$ cat src/rtl/trdb_packet_serializer.sv
// Trace packet serializer: buffers assembled packets in a FIFO and emits each one,
// prefixed by a 2-byte header {L, {4'b0, format, subformat}}, as fixed-width beats.
module trdb_packet_serializer #(
  parameter int unsigned PAYLOAD_BYTES = 32,
  parameter int unsigned OUT_BYTES     = 4,
  parameter int unsigned DEPTH         = 4,
  parameter int unsigned DROP_ON_FULL  = 0
) (
  input  logic                             clk_i,
  input  logic                             rst_i,
  input  logic                             packet_valid_i,
  output logic                             packet_ready_o,
  input  logic [1:0]                       packet_format_i,
  input  logic [1:0]                       packet_subformat_i,
  input  logic [7:0]                       packet_length_i,
  input  logic [8*PAYLOAD_BYTES-1:0]       packet_payload_i,
  output logic                             beat_valid_o,
  input  logic                             beat_ready_i,
  output logic [8*OUT_BYTES-1:0]           beat_data_o,
  output logic [$clog2(OUT_BYTES+1)-1:0]   beat_bytes_o,
  output logic                             beat_last_o,
  output logic [$clog2(DEPTH+1)-1:0]       fifo_count_o,
  output logic [7:0]                       drop_cnt_o,
  output logic                             busy_o
);

  localparam int unsigned PW = 8 * PAYLOAD_BYTES;
  localparam int unsigned OW = 8 * OUT_BYTES;
  localparam int unsigned CW = $clog2(DEPTH + 1);
  localparam int unsigned AW = $clog2(DEPTH);
  localparam int unsigned BW = $clog2(OUT_BYTES + 1);
  // Stream register is padded to a whole number of beats so the tail reads as zero.
  localparam int unsigned SB = ((PAYLOAD_BYTES + 2 + OUT_BYTES - 1) / OUT_BYTES) * OUT_BYTES;
  localparam int unsigned SW = 8 * SB;
  localparam logic [15:0] OB = 16'(OUT_BYTES);

  typedef enum logic [0:0] {StIdle, StSend} state_e;

  logic [1:0]    r_fmt_mem [DEPTH];
  logic [1:0]    r_sub_mem [DEPTH];
  logic [7:0]    r_len_mem [DEPTH];
  logic [PW-1:0] r_pay_mem [DEPTH];

  logic [AW-1:0] r_wr_ptr, r_rd_ptr;
  logic [CW-1:0] r_count;
  logic [7:0]    r_drop_cnt;

  state_e        r_state;
  logic [SW-1:0] r_stream;
  logic [15:0]   r_remain;
  logic [BW-1:0] r_beat_bytes;
  logic          r_beat_last;

  logic          w_full, w_empty, w_push, w_pop, w_drop;
  logic [7:0]    w_len_clamped;
  logic [PW-1:0] w_pay_masked;
  logic [SW-1:0] w_head_stream, w_stream_next;
  logic [15:0]   w_head_total, w_rem_next;
  logic [BW-1:0] w_bytes_next;
  logic          w_last_next;

  assign w_full  = (r_count == CW'(DEPTH));
  assign w_empty = (r_count == '0);

  // Ready depends on registered occupancy only; a same-cycle pop never frees a slot.
  assign packet_ready_o = (DROP_ON_FULL != 0) ? 1'b1 : !w_full;
  assign w_push = packet_valid_i & packet_ready_o & !w_full;
  assign w_drop = packet_valid_i & w_full & (DROP_ON_FULL != 0);

  assign w_pop = !w_empty & ((r_state == StIdle) |
                             ((r_state == StSend) & beat_ready_i & r_beat_last));

  assign w_len_clamped = (packet_length_i > 8'(PAYLOAD_BYTES)) ? 8'(PAYLOAD_BYTES)
                                                                : packet_length_i;

  // Bytes past the effective length are stored as zero so the beat tail is clean.
  always_comb begin
    w_pay_masked = '0;
    for (int k = 0; k < PAYLOAD_BYTES; k++) begin
      if (8'(k) < w_len_clamped) w_pay_masked[8*k +: 8] = packet_payload_i[8*k +: 8];
    end
  end

  always_ff @(posedge clk_i) begin
    if (w_push) begin
      r_fmt_mem[r_wr_ptr] <= packet_format_i;
      r_sub_mem[r_wr_ptr] <= packet_subformat_i;
      r_len_mem[r_wr_ptr] <= w_len_clamped;
      r_pay_mem[r_wr_ptr] <= w_pay_masked;
    end
  end

  always_ff @(posedge clk_i or posedge rst_i) begin
    if (rst_i) begin
      r_wr_ptr   <= '0;
      r_rd_ptr   <= '0;
      r_count    <= '0;
      r_drop_cnt <= '0;
    end else begin
      if (w_push) r_wr_ptr <= r_wr_ptr + AW'(1);
      if (w_pop)  r_rd_ptr <= r_rd_ptr + AW'(1);
      case ({w_push, w_pop})
        2'b10:   r_count <= r_count + CW'(1);
        2'b01:   r_count <= r_count - CW'(1);
        default: r_count <= r_count;
      endcase
      if (w_drop && (r_drop_cnt != 8'hFF)) r_drop_cnt <= r_drop_cnt + 8'd1;
    end
  end

  always_comb begin
    w_head_stream        = '0;
    w_head_stream[7:0]   = r_len_mem[r_rd_ptr];
    w_head_stream[15:8]  = {4'b0000, r_fmt_mem[r_rd_ptr], r_sub_mem[r_rd_ptr]};
    w_head_stream[16 +: PW] = r_pay_mem[r_rd_ptr];
    w_head_total         = {8'h00, r_len_mem[r_rd_ptr]} + 16'd2;
  end

  always_comb begin
    w_stream_next = r_stream >> OW;
    w_rem_next    = r_remain - OB;
    if (w_pop) begin
      w_stream_next = w_head_stream;
      w_rem_next    = w_head_total;
    end
    w_bytes_next = (w_rem_next >= OB) ? BW'(OUT_BYTES) : BW'(w_rem_next);
    w_last_next  = (w_rem_next <= OB);
  end

  always_ff @(posedge clk_i or posedge rst_i) begin
    if (rst_i) begin
      r_state      <= StIdle;
      r_stream     <= '0;
      r_remain     <= '0;
      r_beat_bytes <= '0;
      r_beat_last  <= 1'b0;
    end else begin
      unique case (r_state)
        StIdle: begin
          if (w_pop) begin
            r_state      <= StSend;
            r_stream     <= w_stream_next;
            r_remain     <= w_rem_next;
            r_beat_bytes <= w_bytes_next;
            r_beat_last  <= w_last_next;
          end
        end
        StSend: begin
          if (beat_ready_i) begin
            if (!r_beat_last || w_pop) begin
              r_stream     <= w_stream_next;
              r_remain     <= w_rem_next;
              r_beat_bytes <= w_bytes_next;
              r_beat_last  <= w_last_next;
            end else begin
              r_state <= StIdle;
            end
          end
        end
        default: r_state <= StIdle;
      endcase
    end
  end

  assign beat_valid_o = (r_state == StSend);
  assign beat_data_o  = r_stream[OW-1:0];
  assign beat_bytes_o = r_beat_bytes;
  assign beat_last_o  = r_beat_last;
  assign fifo_count_o = r_count;
  assign drop_cnt_o   = r_drop_cnt;
  assign busy_o       = !w_empty | (r_state == StSend);

endmodule

$ cat config.mk
export PLATFORM = sky130hd
export DESIGN_NAME = trdb_packet_serializer
export DESIGN_NICKNAME = d
export VERILOG_FILES = /design/src/rtl/trdb_packet_serializer.sv
export SDC_FILE = /design/constraint.sdc
export NUM_CORES = 2
export LEC_CHECK = 0
export CAP_MARGIN = 20
export CORE_MARGIN = 10
export CORE_UTILIZATION = 40
export DETAILED_ROUTE_END_ITERATION = 8
export PLACE_DENSITY_LB_ADDON = 0.08
export SYNTH_ARGS = -nofsm -noshare
export SYNTH_HDL_FRONTEND = slang
export SYNTH_SLANG_ARGS = --single-unit
$ cat constraint.sdc
create_clock -name clk_i -period 25.3 [get_ports clk_i]
set_input_delay 2.53 -clock clk_i [delete_from_list [all_inputs] [get_ports clk_i]]
set_output_delay 2.53 -clock clk_i [all_outputs]
set_load 0.01 [all_outputs]
==> impl_results.md <==
* Outcome: completed
* Slew Limit Headroom at 0.200
* Synth cell types at between 60 and 70
* Final TNS setup at 0 ns
* Hold-fix buffers at CTS at 0
* Post-CTS Setup Bufs at 0
* Storage element area at slightly below 40000 µm²
* CTS Buf Count at roughly 150
* Crit path DAT at roughly 6.7 ns
* Worst setup SP type: primary input
* FF+latch count, synth at between 1000 and 1500
* Logic pwr share at 0.190
* # IOs at 322
* Final hold viol count at 0
* Sequential Power Share at 0.493
* First-pass GRT wire length at about 210000 µm
* Sequential share of the synthesized area at 0.738
* Clock Skew at a little under 0.03 ns
* Die area at 149000 µm²
* Static Leak at between 20 and 25 nW
* Total GRT Usage at 0.192
* Post_cts resized at 0
* Hold crit path type: reg2reg
* Clock sink total at between 1000 and 1500
* Synth top area share at 0.599
* Worst hold slack at approximately 0.48 ns
* Drt total wl at around 150000 µm
* FFs w/ async S/R, synth at 0.219
* Switching share of power at 0.285
* Fin crit period at approximately 6.3 ns
* # rows at 134
* Initial antenna violation count at 7
* Number of flops mapped to enable cells by yosys at approximately 1100
* Clock power share at 0.316
* DR WL/cell at roughly 28 µm
* Yosys warns at 0
* MaxCap Viol Count at 0
* Pint at about 4.7 mW
* Grt ovf at 0
* Top cell type by total area after synthesis: edfxtp_1
* Synth-to-Final Area Change at 17.9%
* Post-DP HPWL at 90700 µm
* Via count at about 29000
* Clk Latency, worst-skew pair at roughly 0.77 ns
* Syn Area/Cell at roughly 17 µm²
* Initial DRT Pass Iterations at 5
* Pwr Total at between 6 and 7 mW
* Netlist Area Pre-Place at roughly 54000 µm²
* Number of routed nets with antenna violations at 0
* Die Y at just under 400 µm
* Main flop type after synthesis: edfxtp_1
* RSZ-0062 raised after global routing: no
* Vias in the first global route at about 31000
* CP endpoint kind: flop
* Critical R2R Launch: fifo_count_o[0]$_DFFE_PP0P_
* Synth top area cells: edfxtp_1 (60%), dfrtp_1 (14%), mux4_2 (11%)
* WP data required at about 26 ns
* Bufs on Longest Clock Path at 3
* Worst Max-Slew Pin Slew at 1.20 ns
* PortBufs at approximately 310
* Initial core utilization at 0.403
* Fraction of layout cells with a size suffix above 1 at 0.157
* Filler cells at between 10000 and 15000
* Depth of the CTS H-tree at 4
* PD cells at 104 nW/µm²
* Multi-input gate area at ~13000 µm²
* Hold path start: r_stream[11]$_DFFE_PP0P_
* CP max FO at between 60 and 70
* Post-Synthesis Cells at ~3100
* Net Sw Power at approximately 1.9 mW
* Clk root buf: clkbuf_16
* First DRT Iteration DRCs at approximately 2300
* Count of final setup violators at 0
* FMAX at approximately 160 MHz
* Global placement routability congestion at 0.775
* CTS tree: yes
* Max VDD drop at about 65 µV
* DRC Markers at 0
* Largest net degree at the start of global routing at 234
* Fin nets at about 3700
* Vias per cell at 5.47
* Kind of critical path: in2reg
* Core ar. at about 130000 µm²
* Final worst path period share at 0.249
* Clock slew at reported path FFs at 0.06 ns
* Die Width at a little under 400 µm
* CP startpoint: packet_valid_i
* Max-slew violation count at 0
power groups by stage:
stage	registers (mW)	logic [mW]	clock network (mW)
final	3.25	1.25	2.08
after global routing	3.29	1.37	2.23
after CTS	3.26	1.29	2.13
after detailed placement	3.30	1.29	0
after global placement	3.27	1.28	0
after floorplan	3.24	0.857	0
kinds of logic after synthesis:
logic type               Yosys count  share of synthesized area
flip-flops                      1372                      0.738
AND/OR/NAND/NOR                  617                     0.0582
AO/OA/AOI/OAI                    598                     0.0657
multiplexers                     268                      0.112
buffers and inverters            252                     0.0212
XOR/XNOR                          11                    0.00193
adder cells (fa/ha/maj)            8                    0.00200
other                              1                  0.0000698
worst max-delay path, cell delays in order:
cell and delay [ns]:
clkdlybuf4s50_1 0.55, and3_4 0.68, buf_4 0.87, buf_4 0.88, buf_4 0.92
final timing paths:
path / end / slack (ns) / cells past startpoint
worst max-delay path: r_pay_mem[1][60]$_DFFE_PP_ / 19.01 / 5
worst min-delay path: r_stream[11]$_DFFE_PP0P_ / 0.48 / 2
worst max register to register: r_pay_mem[1][60]$_DFFE_PP_ / 20.59 / 6
worst min register to register: r_stream[11]$_DFFE_PP0P_ / 0.48 / 2
max in group asynchronous: r_stream[188]$_DFFE_PP0P_ / 21.50 / 3
min in group asynchronous: r_stream[60]$_DFFE_PP0P_ / 2.30 / 2
area by class of cell:
cell class | count | area share
diodes | 3 | 0.000118
flip-flops and latches | 1372 | 0.626
clock inverters | 57 | 0.00803
clock buffers | 212 | 0.0659
repair buffers | 368 | 0.0577
well taps | 1768 | 0.0349
inverters | 19 | 0.00124
multi-input cells | 1518 | 0.206
registers in the layout, indices dropped and copies added, names as in the netlist:
signal / cells
beat_bytes_o: 3
beat_last_o: 1
beat_valid_o: 1
fifo_count_o: 3
r_fmt_mem: 8
r_len_mem: 32
r_pay_mem: 1024
r_rd_ptr: 2
r_remain: 16
r_stream: 272
r_sub_mem: 8
r_wr_ptr: 2
per-layer routing:
metal | global-route usage | part of all wire
met5 | 0 | 0.00016
met4 | 0.0544 | 0.025
met3 | 0.0386 | 0.059
met2 | 0.318 | 0.49
met1 | 0.258 | 0.42
through the flow:
| step | setup WS [ns] | cells | area [µm²] | util |
|---|---|---|---|---|
| 2_1_floorplan | 14.48 | 3142 | 53800 | - |
| 5_1_grt | 18.71 | 5314 | 63400 | 0.475 |
| 3_3_place_gp | 18.09 | 5038 | 58600 | 0.439 |
| 4_1_cts | 18.85 | 5313 | 63400 | 0.475 |
| 3_5_place_dp | 18.03 | 5044 | 58700 | 0.440 |
| 6_report | 19.01 | 5317 | 63400 | 0.475 |
cell usage after synthesis (all sizes together), types with 5 or more instances:
library cell,n
a21oi,23
a22o,36
a31oi,9
and2,172
and3,6
buf,81
clkbuf,152
dfrtp,300
edfxtp,1072
ha,7
inv,18
mux4,268
nand2,272
nand2b,8
nand3,7
nor2,26
nor2b,89
nor3,11
nor4,5
o21ai,263
o22ai,239
or3,5
xnor2,7
cells in the final DEF (no fill, tap or decap), types with 5 or more instances in the layout:
| master | synthesis | final |
|---|---|---|
| xnor2_1 | 6 | 6 |
| nand3_1 | 5 | 5 |
| ha_1 | 7 | 7 |
| conb_1 | 1 | 16 |
| a31oi_1 | 9 | 9 |
| or3_1 | 5 | 5 |
| buf_12 | 0 | 6 |
| clkinv_8 | 0 | 5 |
| mux4_2 | 267 | 267 |
| clkdlybuf4s50_1 | 0 | 313 |
| dfrtp_1 | 300 | 298 |
| nor2b_1 | 89 | 89 |
| inv_1 | 17 | 16 |
| o21ai_0 | 261 | 260 |
| bufinv_16 | 0 | 6 |
| nor4_1 | 5 | 5 |
| a22o_1 | 36 | 36 |
| buf_4 | 40 | 46 |
| clkinv_2 | 0 | 16 |
| edfxtp_1 | 1072 | 1072 |
| nand2b_1 | 8 | 7 |
| a21oi_1 | 23 | 23 |
| o22ai_1 | 239 | 238 |
| nand2_1 | 271 | 270 |
| nor2_1 | 26 | 26 |
| clkbuf_8 | 0 | 17 |
| clkbuf_16 | 0 | 151 |
| clkbuf_1 | 152 | 44 |
| nor3_1 | 9 | 8 |
| and2_1 | 172 | 172 |
| clkinv_1 | 1 | 22 |
Note: power is estimated with default switching activity, not from simulation.
